$ cat src/rtl/proc_control.sv
// Multi-cycle control unit for the 16-bit processor datapath: sequences each
// instruction over IDLE/T1/T2/T3 and decodes register enables, bus select and ALU mode.
module proc_control #(
    parameter int n = 16
) (
    input  logic         clk,
    input  logic         resetn,
    input  logic         run,
    input  logic [n-1:0] ir,
    input  logic         g_nz,
    output logic         ir_we,
    output logic [7:0]   r_we,
    output logic         a_we,
    output logic         g_we,
    output logic         addr_we,
    output logic         dout_we,
    output logic         mem_we,
    output logic [3:0]   bus_sel,
    output logic         add_sub,
    output logic         done
);

    typedef enum logic [1:0] {IDLE, T1, T2, T3} state_t;

    typedef enum logic [2:0] {
        OP_MV   = 3'b000,
        OP_MVI  = 3'b001,
        OP_ADD  = 3'b010,
        OP_SUB  = 3'b011,
        OP_LD   = 3'b100,
        OP_ST   = 3'b101,
        OP_MVNZ = 3'b110,
        OP_NOP  = 3'b111
    } opcode_t;

    localparam logic [3:0] SEL_G   = 4'd8;
    localparam logic [3:0] SEL_DIN = 4'd9;

    state_t     state, state_next;
    opcode_t    opcode;
    logic [2:0] x, y;
    logic       unused_ir_bits;

    assign opcode         = opcode_t'(ir[15:13]);
    assign x              = ir[12:10];
    assign y              = ir[9:7];
    assign unused_ir_bits = ^ir[6:0];

    always_ff @(posedge clk or negedge resetn) begin
        if (!resetn) begin
            state <= IDLE;
        end else begin
            state <= state_next;
        end
    end

    always_comb begin
        state_next = IDLE;
        ir_we      = 1'b0;
        r_we       = '0;
        a_we       = 1'b0;
        g_we       = 1'b0;
        addr_we    = 1'b0;
        dout_we    = 1'b0;
        mem_we     = 1'b0;
        bus_sel    = '0;
        add_sub    = 1'b0;
        done       = 1'b0;

        unique case (state)
            IDLE: begin
                ir_we      = run;
                state_next = run ? T1 : IDLE;
            end
            T1: begin
                unique case (opcode)
                    OP_MV: begin
                        bus_sel = {1'b0, y};
                        r_we[x] = 1'b1;
                        done    = 1'b1;
                    end
                    OP_MVI: begin
                        bus_sel = SEL_DIN;
                        r_we[x] = 1'b1;
                        done    = 1'b1;
                    end
                    OP_MVNZ: begin
                        done = 1'b1;
                        if (g_nz) begin
                            bus_sel = {1'b0, y};
                            r_we[x] = 1'b1;
                        end
                    end
                    OP_ADD, OP_SUB: begin
                        bus_sel    = {1'b0, x};
                        a_we       = 1'b1;
                        state_next = T2;
                    end
                    OP_LD, OP_ST: begin
                        bus_sel    = {1'b0, y};
                        addr_we    = 1'b1;
                        state_next = T2;
                    end
                    default: begin
                        done = 1'b1;
                    end
                endcase
            end
            T2: begin
                // opcodes with no T2 step fall through to IDLE with every output low
                case (opcode)
                    OP_ADD, OP_SUB: begin
                        bus_sel    = {1'b0, y};
                        g_we       = 1'b1;
                        add_sub    = (opcode == OP_SUB);
                        state_next = T3;
                    end
                    OP_LD: begin
                        state_next = T3;
                    end
                    OP_ST: begin
                        bus_sel    = {1'b0, x};
                        dout_we    = 1'b1;
                        state_next = T3;
                    end
                    default: ;
                endcase
            end
            T3: begin
                case (opcode)
                    OP_ADD, OP_SUB: begin
                        bus_sel = SEL_G;
                        r_we[x] = 1'b1;
                        done    = 1'b1;
                    end
                    OP_LD: begin
                        bus_sel = SEL_DIN;
                        r_we[x] = 1'b1;
                        done    = 1'b1;
                    end
                    OP_ST: begin
                        mem_we = 1'b1;
                        done   = 1'b1;
                    end
                    default: ;
                endcase
            end
            default: ;
        endcase

        // reset masks the combinational decode so ir_we stays low even with run high
        if (!resetn) begin
            ir_we   = 1'b0;
            r_we    = '0;
            a_we    = 1'b0;
            g_we    = 1'b0;
            addr_we = 1'b0;
            dout_we = 1'b0;
            mem_we  = 1'b0;
            bus_sel = '0;
            add_sub = 1'b0;
            done    = 1'b0;
        end
    end

endmodule

$ cat config.mk
export PLATFORM = sky130hd
export DESIGN_NAME = proc_control
export DESIGN_NICKNAME = d
export VERILOG_FILES = /design/src/rtl/proc_control.sv
export SDC_FILE = /design/constraint.sdc
export NUM_CORES = 1
export LEC_CHECK = 0
export CORE_MARGIN = 8
export CORE_UTILIZATION = 32
export CTS_CLUSTER_SIZE = 20
export DETAILED_ROUTE_END_ITERATION = 10
export PLACE_DENSITY = 0.89
export SLEW_MARGIN = 10
export SYNTH_ARGS = -nofsm -noshare
export SYNTH_HDL_FRONTEND = slang
export SYNTH_SLANG_ARGS = --single-unit
$ cat constraint.sdc
create_clock -name clk -period 1.8 [get_ports clk]
set_input_delay 0.27 -clock clk [delete_from_list [all_inputs] [get_ports clk]]
set_output_delay 0.27 -clock clk [all_outputs]
set_load 0.005 [all_outputs]
Word level (Yosys, flattened, before mapping):

Cells that the tools add are included.

* order comparisons: 2
* reduce and logical (&&, ||, !) cells: 9
* shift-type cells: 0
* multiply operators: 0
* divide/modulo/power cells: 0
* muxes and demuxes: 39
* add/sub/neg operators: 0
* equal/unequal tests: 9
* bitwise gates (word level): 0

Operator list (count)
* case mux 8 bit (2 select lines): 2
* two-way mux 8 bit: 3
* two-way mux 1 bit: 23
* case mux 4 bit (4 select lines): 1
* case mux 4 bit (3 select lines): 1
* == test 3 bit (second input constant): 3
* case mux 4 bit (2 select lines): 1
* == test 3 x 2 -> 1 bit (second input constant): 2
* case mux 2 bit (3 select lines): 1
* case mux 3 bit (2 select lines): 1
* OR reduction 2 bit: 3
* OR reduction 3 bit: 2
* == test 2 bit (second input constant): 2
* < comparator 3 x 4 -> 1 bit (second input constant): 1
* two-way mux 2 bit: 2
* two-way mux 4 bit: 1
* OR reduction 4 bit: 1
* demux 1 bit (select 3 bit): 1
* == test 3 x 1 -> 1 bit (second input constant): 1
* greater-or-equal comparator 3 x 1 -> 1 bit (second input constant): 1
* zero test 3 bit: 1
* two-way mux 3 bit: 1
* == test 2 x 1 -> 1 bit (second input constant): 1
* zero test 2 bit: 1
* other kinds (2): 2

* bits in read-only memories: 0
* memories: 0
* memory bits (writable): 0
* latch bits: 0
* register bits: 2

Longest topological paths before layout:

Gate-level depths: netlist of the first run.

* word-level depth: 8
* depth in mapped cells: 5

Least setup slack after synthesis of the first run:

OpenSTA, ideal clock, no wires.

* kind: register -> output
* start: reg state[1]
* end: out r_we[7]
* data arrival time: 1320 ps
* buffers on the path: 0
* cell stages (with the launch flop): 5
* setup slack: 210 ps
* cell sequence: dfrtp_1 > nand4bb_1 > a32oi_2 > nand3_2 > a2111oi_2

* longest elaborated chain between the ends: 3
* elaborated cells on any way between the ends: 4

Ends and longest elaborated chain
* start: declaration: line 39 `state_t state, state_next;`
* start signal: assignment: line 53 `state <= state_next;`
* == test 2 bit / == test 2 x 1 -> 1 bit (equally long branches): line 70 `unique case (state)`
* case mux 8 bit (2 select lines) *: line 70
* two-way mux 8 bit *: line 152 `if (!resetn) begin`
* end: declaration: line 12 `output logic [7:0] r_we,`

Every way passes the cells marked *; elsewhere a longest branch is shown, timed or not.

Worst setup path after layout of the first run:

Same ends and word-level chain as after synthesis.

==> summary.md, run 1 <==
| Metric | Value |
|---|---|
| Tightest Pin Transition | `326 ps` |
| Clk root buf | `clkbuf_4` |
| Post-synth top cells | `14 x nor2_1, 7 x nand2_1, 4 x a21oi_1, 4 x nand3b_1` |
| Final period utilization | `1.20` |
| DRC marker count from the first detailed-route iteration | `17` |
| Area Growth Syn to Fin | `155%` |
| Post-synth top flop | `dfrtp_1` |
| Die area | `0.00304 mm^2` |
| Max-slew headroom | `0.781` |
| Required @ worst endpoint | `1530 ps` |
| F_max | `0.464 GHz` |
| Worst Path Max Fanout | `5` |
| Clk sinks | `2` |
| Synth cell types | `34` |
| # nets final | `166` |
| Final setup fails | `13` |
| Max rail drop VDD | `0.712 mV` |
| Synth top area share | `0.107` |
| Global-route wire length before repair | `4180 um` |
| Startpoint types | `flop` |
| Worst Path Class, Setup | `reg -> out` |
| Cells along the critical path | `nand4bb_1, a32oi_2, buf_4, nand3_4, buf_6, a2111oi_4, buf_2` |
| Initial Util | `0.332` |
| Layout cell share with drive strength beyond 1 | `0.597` |
| Number of enable flip-flop cells after synthesis | `0` |
| Count leader, synth | `nor2_1` |
| DIE HEIGHT | `55.1 um` |
| Pleak | `0.587 nW` |
| DP Worst Slack | `-777 ps` |
| PwrDens | `774 mW/mm^2` |
| Vias per Instance | `5.53` |
| Worst hold-check path type | `in -> async` |
| Initial antenna violation count | `0` |
| Failing checks | `setup timing` |
| Routability cong. | `0.851` |
| Fin area | `0.00125 mm^2` |
| Placed cell areas | `972 um^2` |
| Die W | `55.1 um` |
| CTS buffer count | `3` |
| Largest regs | `state: 2 flops` |
| Worst Clk Skew | `17.9 ps` |
| Final ANT Viol Nets | `0` |
| Outcome | `finished, violations left` |
| Max incr delay on CP | `430 ps` |
| Clock Path Buffers | `2` |
| Pin count of the biggest net entering global routing | `11` |
| GR Overflow Total | `0` |
| Max_cap viols | `0` |
| Vias in the first global route | `911` |
| IO Pins | `40` |
| Period minus WS final | `2160 ps` |
| WP data arrival | `1890 ps` |
| H-tree levels | `1` |
| Worst-skew pair later-pin latency | `240 ps` |
| Area contributors post-synth | `nor2_1 11%, dfrtp_1 10%, nand3b_1 6.1%` |
| Number of diodes | `0` |
| Synth area leader | `nor2_1` |
| Site row count | `14` |
| Most flops, register | `state` |
| DRC | `0` |
| RR Startpoint | `state[1]` |
| 1st-pass router iterations | `4` |
| Asr flop ratio synth | `1.00` |
| Hpwl dp | `1620 um` |
| Setup repair after global routing missed its margin | `yes` |
| Avg Cell Area, Syn | `6.79 um^2` |
| Max reg flops | `2` |
| Final hold vios | `0` |
| Synthesized Nets | `92` |
| CTS clk-pin slew, worst paths | `40 ps` |
| Final Routed Wirelength | `3060 um` |
| Post-Syn Area | `489 um^2` |
| Gate Count Post-Synth | `72` |
| Slew Limit Fails | `0` |
| Overall Global Routing Usage | `0.191` |
| Setup TNS | `-2620 ps` |
| Crit-path slowest cell | `dfrtp_2` |
| Crit end category | `output pin` |
| TritonCTS clock tree | `built` |
| Final Util | `0.848` |
| WL/cell | `19.1 um` |
| Register area share after synthesis | `0.102` |
| IO Port Bufs | `32` |
| Seq cells post-synth | `2` |
| Core Region | `0.00147 mm^2` |
| Vias | `884` |
| Worst setup margin | `-356 ps` |
| CTS Hold Bufs | `0` |
| Worst Setup SP | `state[1]` |
| Synthesis Warnings | `0` |
| # fillers | `70` |
-- layer usage --
layer | GRT usage | wire (um) | vias up
met2 | 0.354 | 1530 | 45
met5 | 0 | 0 | -
met4 | 0.0880 | 101 | 0
met3 | 0.0294 | 130 | 9
met1 | 0.206 | 1300 | 424
li1 | - | - | 406
-- final timing paths --
path                             to  slack, ps  depth (start not counted)
hold reg to reg            state[0]        810                          3
min in group clk           state[0]        680                          3
setup reg to reg           state[0]        500                          5
hold / removal             state[0]        100                          2
setup / recovery            r_we[7]       -360                          7
max in group asynchronous  state[1]       1580                          2
-- metrics by stage --
| step | hold WS, ps | instances | power, mW |
|---|---|---|---|
| floorplan | -25.6 | 72 | 0.331 |
| global placement | 596 | 139 | 0.583 |
| detailed placement | 593 | 139 | 0.601 |
| CTS | 106 | 152 | 0.805 |
| global route | 126 | 160 | 1.00 |
| finish | 99.2 | 160 | 0.966 |
-- logic make-up (layout without fill, tap and decap cells) --
kind of cell,count (synthesis),after routing,synth area share
buffers and inverters,6,78,0.0844
flip-flops,2,2,0.102
XOR/XNOR,2,2,0.0358
AND/OR/NAND/NOR,44,44,0.489
AO/OA/AOI/OAI,18,18,0.289
-- what timing repair did --
| item | in CTS | in global routing |
|---|---|---|
| resized for setup | 87 | 22 |
| setup buffers | 10 | 8 |
| setup endpoints to repair | 20 | 15 |
| hold endpoints to repair | 0 | 0 |
| pin swaps | 12 | 5 |
-- layout make-up --
cell class	count	area, um^2	share of cell area
timing repair buffer	74	588	0.471
multi-input combinational	64	562	0.450
sequential	2	51.3	0.0411
clock buffer	3	22.5	0.0181
tap	16	20.0	0.0160
inverter	1	3.75	0.00301
-- where the power goes --
group          switching [mW]  internal (mW)  leakage [nW]
Clock                  0.0333         0.0741        0.0138
Sequential             0.0262         0.0684        0.0242
Combinational           0.388          0.376         0.549
Total                   0.447          0.519         0.587
-- cell usage in the layout (no fill, tap or decap), types with 3 or more instances in the layout --
cell and instances:
buf_4 33, buf_2 11, dlygate4sd2_1 10, buf_6 9, nor2_1 8, clkdlybuf4s50_1 7
nand2_1 5, nor2_2 4, nand3b_1 4, a21oi_1 3, clkbuf_4 3, clkbuf_2 3
-- worst max-delay path: cells and delay by family (launching register included) --
| family | cells | cell delay (ps) |
|---|---|---|
| buffers and inverters | 3 | 500 |
| and+or+nand+nor | 2 | 290 |
| DFF | 1 | 430 |
| AOI/OAI and AO/OA | 2 | 450 |
Note: power is estimated with default switching activity, not from simulation.
==> inputs of run 2 (changes only) <==
RECOVER_POWER = 100   (was unset)
==> run 2 against run 1 <==
- the flow still finishes with violations (setup timing)
- hold slack better by 4.7 ps
- highest routed layer unchanged
- via count is 1.2% lower
- count of clock-buffer cells in the layout stayed put
- routed wire length is 1.3% higher
- global-route usage stayed put
- critical endpoint unchanged
- largest power group unchanged
- core utilization is 0.94 points lower
- critical path type unchanged
- combinational power is 0.5% lower
- register-to-register slack better by 50 ps
==> summary.md, run 2 (same netlist as run 1, synthesis figures left out) <==
| Metric | Value |
|---|---|
| Vias per Instance | `5.46` |
| # nets final | `166` |
| Core Region | `0.00147 mm^2` |
| Cells along the critical path | `nand4bb_1, a32oi_2, buf_4, nand3_4, buf_6, a2111oi_4, buf_2` |
| CTS buffer count | `3` |
| Largest regs | `state: 2 flops` |
| Final ANT Viol Nets | `0` |
| Startpoint types | `flop` |
| Required @ worst endpoint | `1530 ps` |
| Area Growth Syn to Fin | `152%` |
| Site row count | `14` |
| Failing checks | `setup timing` |
| Layout cell share with drive strength beyond 1 | `0.576` |
| Cells after DPL | `139` |
| DP Worst Slack | `-777 ps` |
| Final Util | `0.838` |
| Overall Global Routing Usage | `0.191` |
| Tightest Pin Transition | `380 ps` |
| WP data arrival | `1890 ps` |
| Final Non-Filler Cells | `160` |
| DRC | `0` |
| Slew Limit Fails | `0` |
| IO Pins | `40` |
| Initial antenna violation count | `0` |
| Final Routed Wirelength | `3100 um` |
| Worst setup margin | `-359 ps` |
| Clock Path Buffers | `2` |
| Max-slew headroom | `0.746` |
| H-tree levels | `1` |
| Multi-input logic area | `552 um^2` |
| Vias | `873` |
| Max_cap viols | `0` |
| Max reg flops | `2` |
| Crit end category | `output pin` |
| DRC marker count from the first detailed-route iteration | `13` |
| Crit-path slowest cell | `dfrtp_2` |
| F_max | `0.463 GHz` |
| Final setup fails | `17` |
| Vias in the first global route | `911` |
| Number of diodes | `0` |
| Pin count of the biggest net entering global routing | `11` |
| WL/cell | `19.4 um` |
| Setup repair after global routing missed its margin | `yes` |
| Worst Path Class, Setup | `reg -> out` |
| Hpwl dp | `1620 um` |
| DIE HEIGHT | `55.1 um` |
| Worst Path Max Fanout | `5` |
| Period minus WS final | `2160 ps` |
| Most common cell after layout, fill and taps aside | `buf_4` |
| Final period utilization | `1.20` |
| CTS clk-pin slew, worst paths | `40 ps` |
| GR Overflow Total | `0` |
| Worst hold-check path type | `in -> async` |
| Max incr delay on CP | `430 ps` |
| Clk sinks | `2` |
| Max rail drop VDD | `0.709 mV` |
| 1st-pass router iterations | `4` |
| PwrDens | `781 mW/mm^2` |
| Sequential Area | `51.3 um^2` |
| CTS Hold Bufs | `0` |
| Pleak | `0.578 nW` |
| Most flops, register | `state` |
| TritonCTS clock tree | `built` |
| Die W | `55.1 um` |
| Worst Clk Skew | `17.1 ps` |
| Outcome | `finished, violations left` |
| Worst-skew pair later-pin latency | `240 ps` |
| Clk root buf | `clkbuf_4` |
| Global-route wire length before repair | `4180 um` |
| Routability cong. | `0.851` |
| IO Port Bufs | `32` |
| Initial Util | `0.332` |
| Die area | `0.00304 mm^2` |
| # fillers | `75` |
| Most frequent cells in the layout | `31 x buf_4, 11 x buf_2, 10 x dlygate4sd2_1` |
| Final hold vios | `0` |
==> run 2: final cells by class <==
type,count,share of cell area
clock buffers,3,0.0183
flip-flops and latches,2,0.0416
inverters,1,0.00304
well taps,16,0.0162
multi-input cells,64,0.447
repair buffers,74,0.474
==> run 2: final timing paths <==
path                           from        to  slack (ps)  depth (start not counted)
min in group clk                run  state[0]         670                          3
max                        state[1]   r_we[7]        -360                          7
max reg2reg                state[1]  state[0]         550                          5
max in group asynchronous    resetn  state[1]        1510                          2
min                          resetn  state[0]         100                          2
min reg2reg                state[0]  state[0]         820                          3
==> run 2: repair_timing <==
item | 4_1_cts | 5_1_grt
hold endpoints to repair | 0 | 0
resized for setup | 87 | 22
endpoints found under the setup margin | 20 | 15
pin swaps | 12 | 5
setup buffers | 10 | 8
cloned | 0 | 0
==> run 2: report_power, final <==
part           switching [mW]  internal (mW)
Clock                  0.0327         0.0741
Combinational           0.387          0.374
Sequential             0.0284         0.0683
Total                   0.448          0.516
==> run 2: worst max-delay path, delay by kind of cell, from the launching register on <==
family | cells | cell delay (ps)
buffers and inverters | 3 | 500
AO/OA/AOI/OAI | 2 | 450
flip-flops | 1 | 430
AND/OR/NAND/NOR | 2 | 290
==> run 2: metrics by stage <==
step / TNS, ps / instance area, um^2 / total power [mW] / hold slack (ps)
2_1_floorplan: 0 / 489 / 0.331 / -25.6
3_3_place_gp: -10190 / 972 / 0.583 / 596
3_5_place_dp: -11200 / 972 / 0.601 / 593
4_1_cts: -1200 / 1120 / 0.805 / 106
5_1_grt: -3950 / 1230 / 0.999 / 134
6_report: -3020 / 1230 / 0.964 / 104
==> run 2: routing by layer <==
layer	track usage	vias up	share of wire
met5	0	-	0
met4	0.0880	0	0.028
met3	0.0294	7	0.049
met2	0.354	47	0.50
met1	0.206	414	0.43
li1	-	405	-
